--- src/rtl/if_fetch_stage.sv ---
`default_nettype none
// +--------------------------------------------------------------------------+
// | Module   : if_fetch_stage                                                |
// | Purpose  : Instruction-fetch stage ahead of decode. Owns the PC, drives  |
// |            a variable-latency instruction-memory request/ack port and    |
// |            produces the IF/ID pipeline register (valid, PC+4, instr).    |
// |            Honours stall from the hazard unit and flush/redirect from    |
// |            branch resolution.                                            |
// | Revision : 1.0 - initial release                                         |
// +--------------------------------------------------------------------------+
// | Ports                                                                    |
// |   clk_i         in   1   clock, rising edge                              |
// |   rst_i         in   1   asynchronous active-low reset                   |
// |   start_i       in   1   run enable, sampled only in IDLE                |
// |   stall_i       in   1   decode cannot accept; hold IF/ID                |
// |   flush_i       in   1   redirect; kill IF/ID and in-flight fetch        |
// |   target_i      in  32   redirect address, valid with flush_i            |
// |   imem_req_o    out  1   fetch request                                   |
// |   imem_addr_o   out 32   fetch address, stable until ack                 |
// |   imem_ack_i    in   1   data valid for the current request             |
// |   imem_data_i   in  32   fetched instruction                             |
// |   pc_o          out 32   current fetch PC                                |
// |   ifid_valid_o  out  1   IF/ID holds a real instruction                  |
// |   ifid_pc4_o    out 32   PC of the IF/ID instruction plus 4              |
// |   ifid_instr_o  out 32   IF/ID instruction                               |
// |   bubble_cnt_o  out 32   (IF_FETCH_PERF_EN only) saturating count of     |
// |                          running cycles with IF/ID invalid               |
// | Optional feature macro: IF_FETCH_PERF_EN                                 |
// +--------------------------------------------------------------------------+
module if_fetch_stage #(
  parameter logic [31:0] RESET_PC  = 32'h0000_0000,
  parameter logic [31:0] NOP_INSTR = 32'h0000_0000
) (
  input  logic        clk_i,
  input  logic        rst_i,
  input  logic        start_i,
  input  logic        stall_i,
  input  logic        flush_i,
  input  logic [31:0] target_i,
  output logic        imem_req_o,
  output logic [31:0] imem_addr_o,
  input  logic        imem_ack_i,
  input  logic [31:0] imem_data_i,
  output logic [31:0] pc_o,
  output logic        ifid_valid_o,
  output logic [31:0] ifid_pc4_o,
  output logic [31:0] ifid_instr_o
`ifdef IF_FETCH_PERF_EN
  ,
  output logic [31:0] bubble_cnt_o
`endif
);

  typedef enum logic [1:0] {
    ST_IDLE  = 2'd0,
    ST_FETCH = 2'd1,
    ST_HOLD  = 2'd2,
    ST_DRAIN = 2'd3
  } state_e;

  state_e      state_q, state_d;
  logic [31:0] pc_q, pc_d;
  logic        ifid_valid_q, ifid_valid_d;
  logic [31:0] ifid_pc4_q, ifid_pc4_d;
  logic [31:0] ifid_instr_q, ifid_instr_d;
  logic [31:0] hold_pc4_q, hold_pc4_d;
  logic [31:0] hold_instr_q, hold_instr_d;
  logic [31:0] redirect_q, redirect_d;

  logic [31:0] pc_plus4;
  logic [31:0] target_aligned;

  // Wraps naturally modulo 2^32.
  assign pc_plus4       = pc_q + 32'd4;
  assign target_aligned = {target_i[31:2], 2'b00};

  always_comb begin
    state_d      = state_q;
    pc_d         = pc_q;
    ifid_valid_d = ifid_valid_q;
    ifid_pc4_d   = ifid_pc4_q;
    ifid_instr_d = ifid_instr_q;
    hold_pc4_d   = hold_pc4_q;
    hold_instr_d = hold_instr_q;
    redirect_d   = redirect_q;

    case (state_q)
      ST_IDLE: begin
        if (start_i) begin
          state_d = ST_FETCH;
        end
      end

      ST_FETCH: begin
        if (flush_i) begin
          ifid_valid_d = 1'b0;
          ifid_pc4_d   = 32'd0;
          ifid_instr_d = NOP_INSTR;
          hold_pc4_d   = 32'd0;
          hold_instr_d = NOP_INSTR;
          if (imem_ack_i) begin
            pc_d = target_aligned;
          end else begin
            // The request in flight must finish at its original address
            // before the redirect can take effect.
            redirect_d = target_aligned;
            state_d    = ST_DRAIN;
          end
        end else if (imem_ack_i) begin
          if (!stall_i) begin
            ifid_valid_d = 1'b1;
            ifid_pc4_d   = pc_plus4;
            ifid_instr_d = imem_data_i;
            pc_d         = pc_plus4;
          end else begin
            // Park the returned word; PC advances only when it is delivered.
            hold_pc4_d   = pc_plus4;
            hold_instr_d = imem_data_i;
            state_d      = ST_HOLD;
          end
        end else if (!stall_i) begin
          ifid_valid_d = 1'b0;
          ifid_instr_d = NOP_INSTR;
        end
      end

      ST_HOLD: begin
        if (flush_i) begin
          ifid_valid_d = 1'b0;
          ifid_pc4_d   = 32'd0;
          ifid_instr_d = NOP_INSTR;
          hold_pc4_d   = 32'd0;
          hold_instr_d = NOP_INSTR;
          pc_d         = target_aligned;
          state_d      = ST_FETCH;
        end else if (!stall_i) begin
          ifid_valid_d = 1'b1;
          ifid_pc4_d   = hold_pc4_q;
          ifid_instr_d = hold_instr_q;
          pc_d         = pc_plus4;
          state_d      = ST_FETCH;
        end
      end

      ST_DRAIN: begin
        ifid_valid_d = 1'b0;
        ifid_pc4_d   = 32'd0;
        ifid_instr_d = NOP_INSTR;
        if (flush_i) begin
          // A newer redirect supersedes the pending one.
          hold_pc4_d   = 32'd0;
          hold_instr_d = NOP_INSTR;
          redirect_d   = target_aligned;
        end else if (imem_ack_i) begin
          pc_d    = redirect_q;
          state_d = ST_FETCH;
        end
      end

      default: begin
        state_d = ST_IDLE;
      end
    endcase
  end

  always_ff @(posedge clk_i or negedge rst_i) begin
    if (!rst_i) begin
      state_q      <= ST_IDLE;
      pc_q         <= RESET_PC;
      ifid_valid_q <= 1'b0;
      ifid_pc4_q   <= 32'd0;
      ifid_instr_q <= NOP_INSTR;
      hold_pc4_q   <= 32'd0;
      hold_instr_q <= NOP_INSTR;
      redirect_q   <= 32'd0;
    end else begin
      state_q      <= state_d;
      pc_q         <= pc_d;
      ifid_valid_q <= ifid_valid_d;
      ifid_pc4_q   <= ifid_pc4_d;
      ifid_instr_q <= ifid_instr_d;
      hold_pc4_q   <= hold_pc4_d;
      hold_instr_q <= hold_instr_d;
      redirect_q   <= redirect_d;
    end
  end

  // Request is a pure function of the registered state, so it drops the
  // instant reset asserts. In DRAIN pc_q still holds the killed address.
  assign imem_req_o   = (state_q == ST_FETCH) || (state_q == ST_DRAIN);
  assign imem_addr_o  = pc_q;
  assign pc_o         = pc_q;
  assign ifid_valid_o = ifid_valid_q;
  assign ifid_pc4_o   = ifid_pc4_q;
  assign ifid_instr_o = ifid_instr_q;

`ifdef IF_FETCH_PERF_EN
  logic [31:0] bubble_cnt_q, bubble_cnt_d;

  always_comb begin
    bubble_cnt_d = bubble_cnt_q;
    if ((state_q != ST_IDLE) && !ifid_valid_q && (bubble_cnt_q != 32'hFFFF_FFFF)) begin
      bubble_cnt_d = bubble_cnt_q + 32'd1;
    end
  end

  always_ff @(posedge clk_i or negedge rst_i) begin
    if (!rst_i) begin
      bubble_cnt_q <= 32'd0;
    end else begin
      bubble_cnt_q <= bubble_cnt_d;
    end
  end

  assign bubble_cnt_o = bubble_cnt_q;
`endif

endmodule
`default_nettype wire
--- config.mk ---
export PLATFORM = sky130hd
export DESIGN_NAME = if_fetch_stage
export DESIGN_NICKNAME = d
export VERILOG_FILES = /design/src/rtl/if_fetch_stage.sv
export SDC_FILE = /design/constraint.sdc
export NUM_CORES = 1
export LEC_CHECK = 0
export ABC_AREA = 1
export BUFFER_PORTS_ARGS = -buffer_cell sky130_fd_sc_hd__clkbuf_2
export CAP_MARGIN = 20
export CORE_ASPECT_RATIO = 1.1
export CORE_UTILIZATION = 40
export DETAILED_ROUTE_END_ITERATION = 12
export GPL_TIMING_DRIVEN = 0
export HOLD_SLACK_MARGIN = 0.08
export PLACE_DENSITY = 0.62
export SYNTH_ARGS = -nofsm -noshare
export SYNTH_HDL_FRONTEND = slang
export SYNTH_SLANG_ARGS = --single-unit
--- constraint.sdc ---
create_clock -name clk_i -period 2.6 [get_ports clk_i]
set_clock_uncertainty 0.1 [all_clocks]
set_input_delay 0.39 -clock clk_i [delete_from_list [all_inputs] [get_ports clk_i]]
set_output_delay 0.39 -clock clk_i [all_outputs]
set_load 0.01 [all_outputs]
# After elaboration in Yosys (flattened, before gate mapping)
# Cells that the tools add are included.
[totals]
elab_cells = 89
out_inout_bits = 130
n_memories = 0
mem_bits_rw = 0
latch_bits = 0
regBits = 195
romBits = 0
[op_classes]
magnitude_cmp = 0
reduce_logical = 13
muxes = 50
bitwise_logic = 0
multipliers = 0
n_addsub = 1
n_eq_ne = 17
n_shift = 0
div_mod_pow = 0
[ops]
columns = ["operator", "count"]
rows = [
  ["$mux W32", 28],
  ["$pmux W32 S3", 3],
  ["$pmux W32 S2", 3],
  ["$add A32 B3 Y32 const B", 1],
  ["$mux W2", 9],
  ["$reduce_and A4 Y1", 4],
  ["$ne A3 B3 Y1 const B", 5],
  ["$ne A2 B2 Y1 const B", 7],
  ["$pmux W2 S4", 1],
  ["$reduce_and A7 Y1", 1],
  ["$mux W1", 5],
  ["$eq A2 B2 Y1 const B", 2],
  ["$ne A4 B4 Y1 const B", 1],
  ["$reduce_bool A2 Y1", 2],
  ["$pmux W1 S3", 1],
  ["$reduce_and A3 Y1", 1],
  ["$reduce_bool A3 Y1", 1],
  ["$eq A2 B1 Y1 const B", 1],
  ["$logic_not A2 Y1", 1],
  ["$ne A2 B1 Y1 const B", 1],
  ["$reduce_and A2 Y1", 1],
  ["$reduce_or A2 Y1", 1],
  ["$logic_or A1 B1 Y1", 1],
]

# Longest topological paths before layout
[depth]
ltp_word = 5
depth_mapped = 12
mapped_depth_nobuf = 11

# Worst setup path before layout
# OpenSTA, ideal clock, no wires.
[synth_timing]
path_kind = "register to register"
start = "register pc_q[3] (netlist: imem_addr_o[3])"
end = "register pc_q[26] (netlist: imem_addr_o[26])"
t_arrival_ns = 1.497
required_ns = 2.384
path_stages_with_launch = 11
period_less_slack_ns = 1.713
path_slack_ns = 0.887
cell_sequence = "dfrtp_1 > ha_1 > nand2_1 > nor2_2 > nand2_1 > nor2_2 > nand3_1 > nand3_1 > nand2_1 > nand2_1 > nand2_1"
[synth_between]
elab_chain_len = 5
word_cells_on_any_way = 6
[synth_rtl]
columns = ["element", "line", "rtl"]
rows = [
  ["start: declaration", "62", "logic [31:0] pc_q, pc_d;"],
  ["start signal: assignment", "178", "pc_q <= pc_d;"],
  ["$add A32 B3 Y32 *", "74", "assign pc_plus4 = pc_q + 32'd4;"],
  ["$mux W32 *", "110, 136", ""],
  ["$mux W32", "109", "end else if (imem_ack_i) begin"],
  ["$mux W32", "95", "if (flush_i) begin"],
  ["$pmux W32 S3 *", "87", "case (state_q)"],
]
# Every way passes the cells marked *; elsewhere a longest branch is shown, timed or not. The select of a mux whose other input is x is not followed.
# A chain may end at the register's enable or synchronous reset.

# Worst setup path in the final report
[layout_timing]
start = "register pc_q[3] (netlist: imem_addr_o[3])"
end = "register ifid_pc4_q[18] (netlist: ifid_pc4_o[18])"
[layout_between]
elab_chain_len = 5
[layout_rtl]
columns = ["element", "line", "rtl"]
rows = [
  ["$add A32 B3 Y32", "74", ""],
  ["$mux W32", "110", "if (!stall_i) begin"],
  ["$mux W32", "109", ""],
  ["$mux W32", "95", ""],
  ["$pmux W32 S3", "87", ""],
  ["end signal: assignment", "180", "ifid_pc4_q <= ifid_pc4_d;"],
  ["end: declaration", "64", "logic [31:0] ifid_pc4_q, ifid_pc4_d;"],
]
# No other way between the ends. The select of a mux whose other input is x is not followed.

==> results.yml <==
run_status:
  status: "complete, no violations"
routing:
  drt_wl_total_mm: 28.9
  drtIter0Drc: 646
  via_per_inst: 5.15
  wl_per_cell_microns: 16.4
  drc: 0
  vias: 9114
  ant_nets: 0
  dr.pass1.iters: 5
layout:
  drive_above_1_share: 0.229
  final_core_util: 0.495
  fin_area_sq_um: 11700
  area_delta_synth_final_pct: 20.9
  instances_no_fill: 1768
  layout_commonest_cell: "nand2_1"
  nNetsFinal: 1522
  n_antenna_cell: 0
  final_cell_mix: "301 x nand2_1, 193 x clkbuf_2, 189 x dfrtp_1"
place:
  hpwl_mm: 21.6
  place_congestion: 0.891
  numPortBuffers: 192
  dpl_cell_area_sq_um: 11100
  dp_cells: 1736
  dp_worst_setup_slack_ns: 0.490
setup_path:
  rr_endpoint: "ifid_pc4_o[18]"
  r2r_start: "imem_addr_o[3]"
  cp_num_buf_inv: 0
  crit_family: "simple AND/OR/NAND/NOR gates"
  r2r.worst_path.cells: 10
  path_class: "reg -> reg"
  r2r_slack_ns: 0.45
  worst_ep_required_time_ns: 2.83
  cpPeakStageDelay_ns: 0.47
  path_max_fanout: 6
  cp-end-kind: "flop"
  critPathArrivalTime_ns: 2.38
  critPathLaunchType: "flop"
  path_cells: "ha_1, nand2_1, nor2_2, nand2_1, nor2_2, nand2_1, nand3_1, nor2_1, nor2_1, nor2_1"
  cpMaxStageDelayCell: "dfrtp_1"
logic_synthesis:
  yosys_warnings: 0
  ys_seq_elements: 189
  synth-async-reset-ratio: 1.00
  synthCells: 1235
  synth_edf_count: 0
  yosys.area.top_type: "dfrtp_1"
  netlist_area_sq_um: 9700
  yosysUniqueCellTypes: 37
  synth_top_area_share: 0.488
  synthTopCellsByArea: "dfrtp_1 49%, nand2_1 12%, nor2_1 6.4%"
  ys_seq_area_frac: 0.488
  syn_avg_cell_area_sq_um: 7.85
  ys_dominant_reg_cell: "dfrtp_1"
power:
  p_per_area_nw_per_um2: 1230
  leakage_nw: 5.80
  ir_drop_mv: 0.500
clock_tree:
  clk-insertion-delay-late_ns: 0.44
  cts_buffers: 17
  ctsLongestPathBuffers: 2
  clk_pin_slew_ns: 0.08
  cts_tree: "built"
  cts_setup_buffers: 0
  h-tree-depth: 4
  cts-root-buf: "clkbuf_16"
  cts_sinks: 189
hold_path:
  hold_path_end: "redirect_q[26]"
  worstHoldPathType: "in -> reg"
  min-delay-start: "target_i[26]"
  holdPathStages: 3
floorplanning:
  die_w_microns: 150
  die_area_sq_um: 24900
  ios: 200
  die_h_microns: 165
  coreArea_sq_um: 23700
  std_cell_rows: 59
  start_util: 0.409
timing:
  finalHoldViolCount: 0
  period_minus_slack_ns: 2.15
  finalSetupViolCount: 0
  maxClockFrequency_mhz: 465
  slew_headroom: 0.485
  finalWorstSetupSlack_ns: 0.452
  rsz0062_at_grt: "no"
  timing.hold.ws_ns: 0.0945
  drv_slew: 0
  tightest_slew_ns: 0.772
  post-route-period-util: 0.826
grt:
  grt_max_degree: 97
  grt_pass1_vias: 8511
  overflow: 0
  antenna_found_initial: 0
  grt_use_total: 0.242
  grt_pass1_wl_mm: 46.0
job:
  maxCapViolCount: 0
## layout make-up
class	count	area [sq um]
well taps	305	382
inverters	80	309
flip-flops and latches	189	4730
repair buffers	194	1010
clock inverters	11	156
multi-input cells	863	4020
plain buffers	106	646
clock buffers	20	467
fillers	2340	12000
## kinds of logic after synthesis
kind of cell,after synthesis,share of synthesized area
adder cells (fa/ha/maj),1,0.00129
multiplexers,12,0.0139
other,1,0.000387
flip-flops,189,0.488
XOR/XNOR,1,0.000903
AO/OA/AOI/OAI,234,0.134
buffers and inverters,186,0.0985
AND/OR/NAND/NOR,611,0.264
## state kept, by name, indices dropped and copies added, names as in the netlist
register	flops
hold_pc4_q	31
hold_instr_q	32
state_q	2
ifid_pc4_o	31
ifid_valid_o	1
ifid_instr_o	32
redirect_q	30
imem_addr_o	30
## worst reg2reg max path, delay by kind of cell (launching register included)
kind / cells / cell delay (ns)
flip-flops: 1 / 0.47
AND/OR/NAND/NOR: 9 / 1.25
adder cells (fa/ha/maj): 1 / 0.21
## routing by layer
| layer | up-vias | global-route usage | part of all wire |
|---|---|---|---|
| met5 | - | 0 | 0 |
| met4 | 0 | 0.0859 | 0.022 |
| met3 | 46 | 0.0316 | 0.067 |
| met2 | 349 | 0.382 | 0.46 |
| met1 | 4259 | 0.340 | 0.46 |
| li1 | 4460 | - | - |
## per-stage QoR
stage	TNS [ns]	power, W
finish	0	0.0144
global route	0	0.0155
CTS	0	0.0144
detailed placement	0	0.0116
global placement	-496.16	0.0115
floorplan	0	0.00922
## worst max-delay path by stage
stage	start	endpoint	slack, ns	depth (start not counted)
global route	imem_addr_o[3]	hold_pc4_q[24]	0.20	9
CTS	imem_addr_o[3]	ifid_pc4_o[18]	0.47	10
global placement	rst_i	redirect_q[21]	-2.65	1
floorplan	imem_addr_o[3]	imem_addr_o[26]	0.89	10
finish	imem_addr_o[3]	ifid_pc4_o[18]	0.45	10
detailed placement	imem_addr_o[3]	ifid_pc4_o[18]	0.49	10
## synth_stat cells (2+ instances only)
| library cell | number |
|---|---|
| nand2_1 | 301 |
| dfrtp_1 | 189 |
| nor2_1 | 166 |
| o21ai_0 | 111 |
| nand3_1 | 105 |
| inv_1 | 72 |
| a21oi_1 | 61 |
| buf_4 | 35 |
| clkbuf_1 | 31 |
| a31oi_1 | 29 |
| buf_2 | 25 |
| nand4_1 | 21 |
| mux2_2 | 12 |
| buf_6 | 11 |
| o31ai_1 | 9 |
| o211ai_1 | 8 |
| o21ai_1 | 7 |
| nand2_2 | 5 |
| nor2_2 | 5 |
| o21bai_1 | 5 |
| inv_2 | 4 |
| inv_4 | 3 |
| nand2_4 | 3 |
| and2_1 | 2 |
| buf_1 | 2 |
| clkbuf_2 | 2 |
## power breakdown
group | total (W) | switching [W] | internal (W)
combinational | 0.00648 | 0.00403 | 0.00245
sequential | 0.00512 | 0.000996 | 0.00412
clock | 0.00278 | 0.00118 | 0.00160
total | 0.0144 | 0.00620 | 0.00818
## repair_timing
item / 4_1_cts / 5_1_grt
hold buffers: 1 / 0
hold endpoints to repair: 93 / 0
endpoints found under the setup margin: 0 / 0
resized for setup: 0 / 0
(Power assumes the default switching activity.)
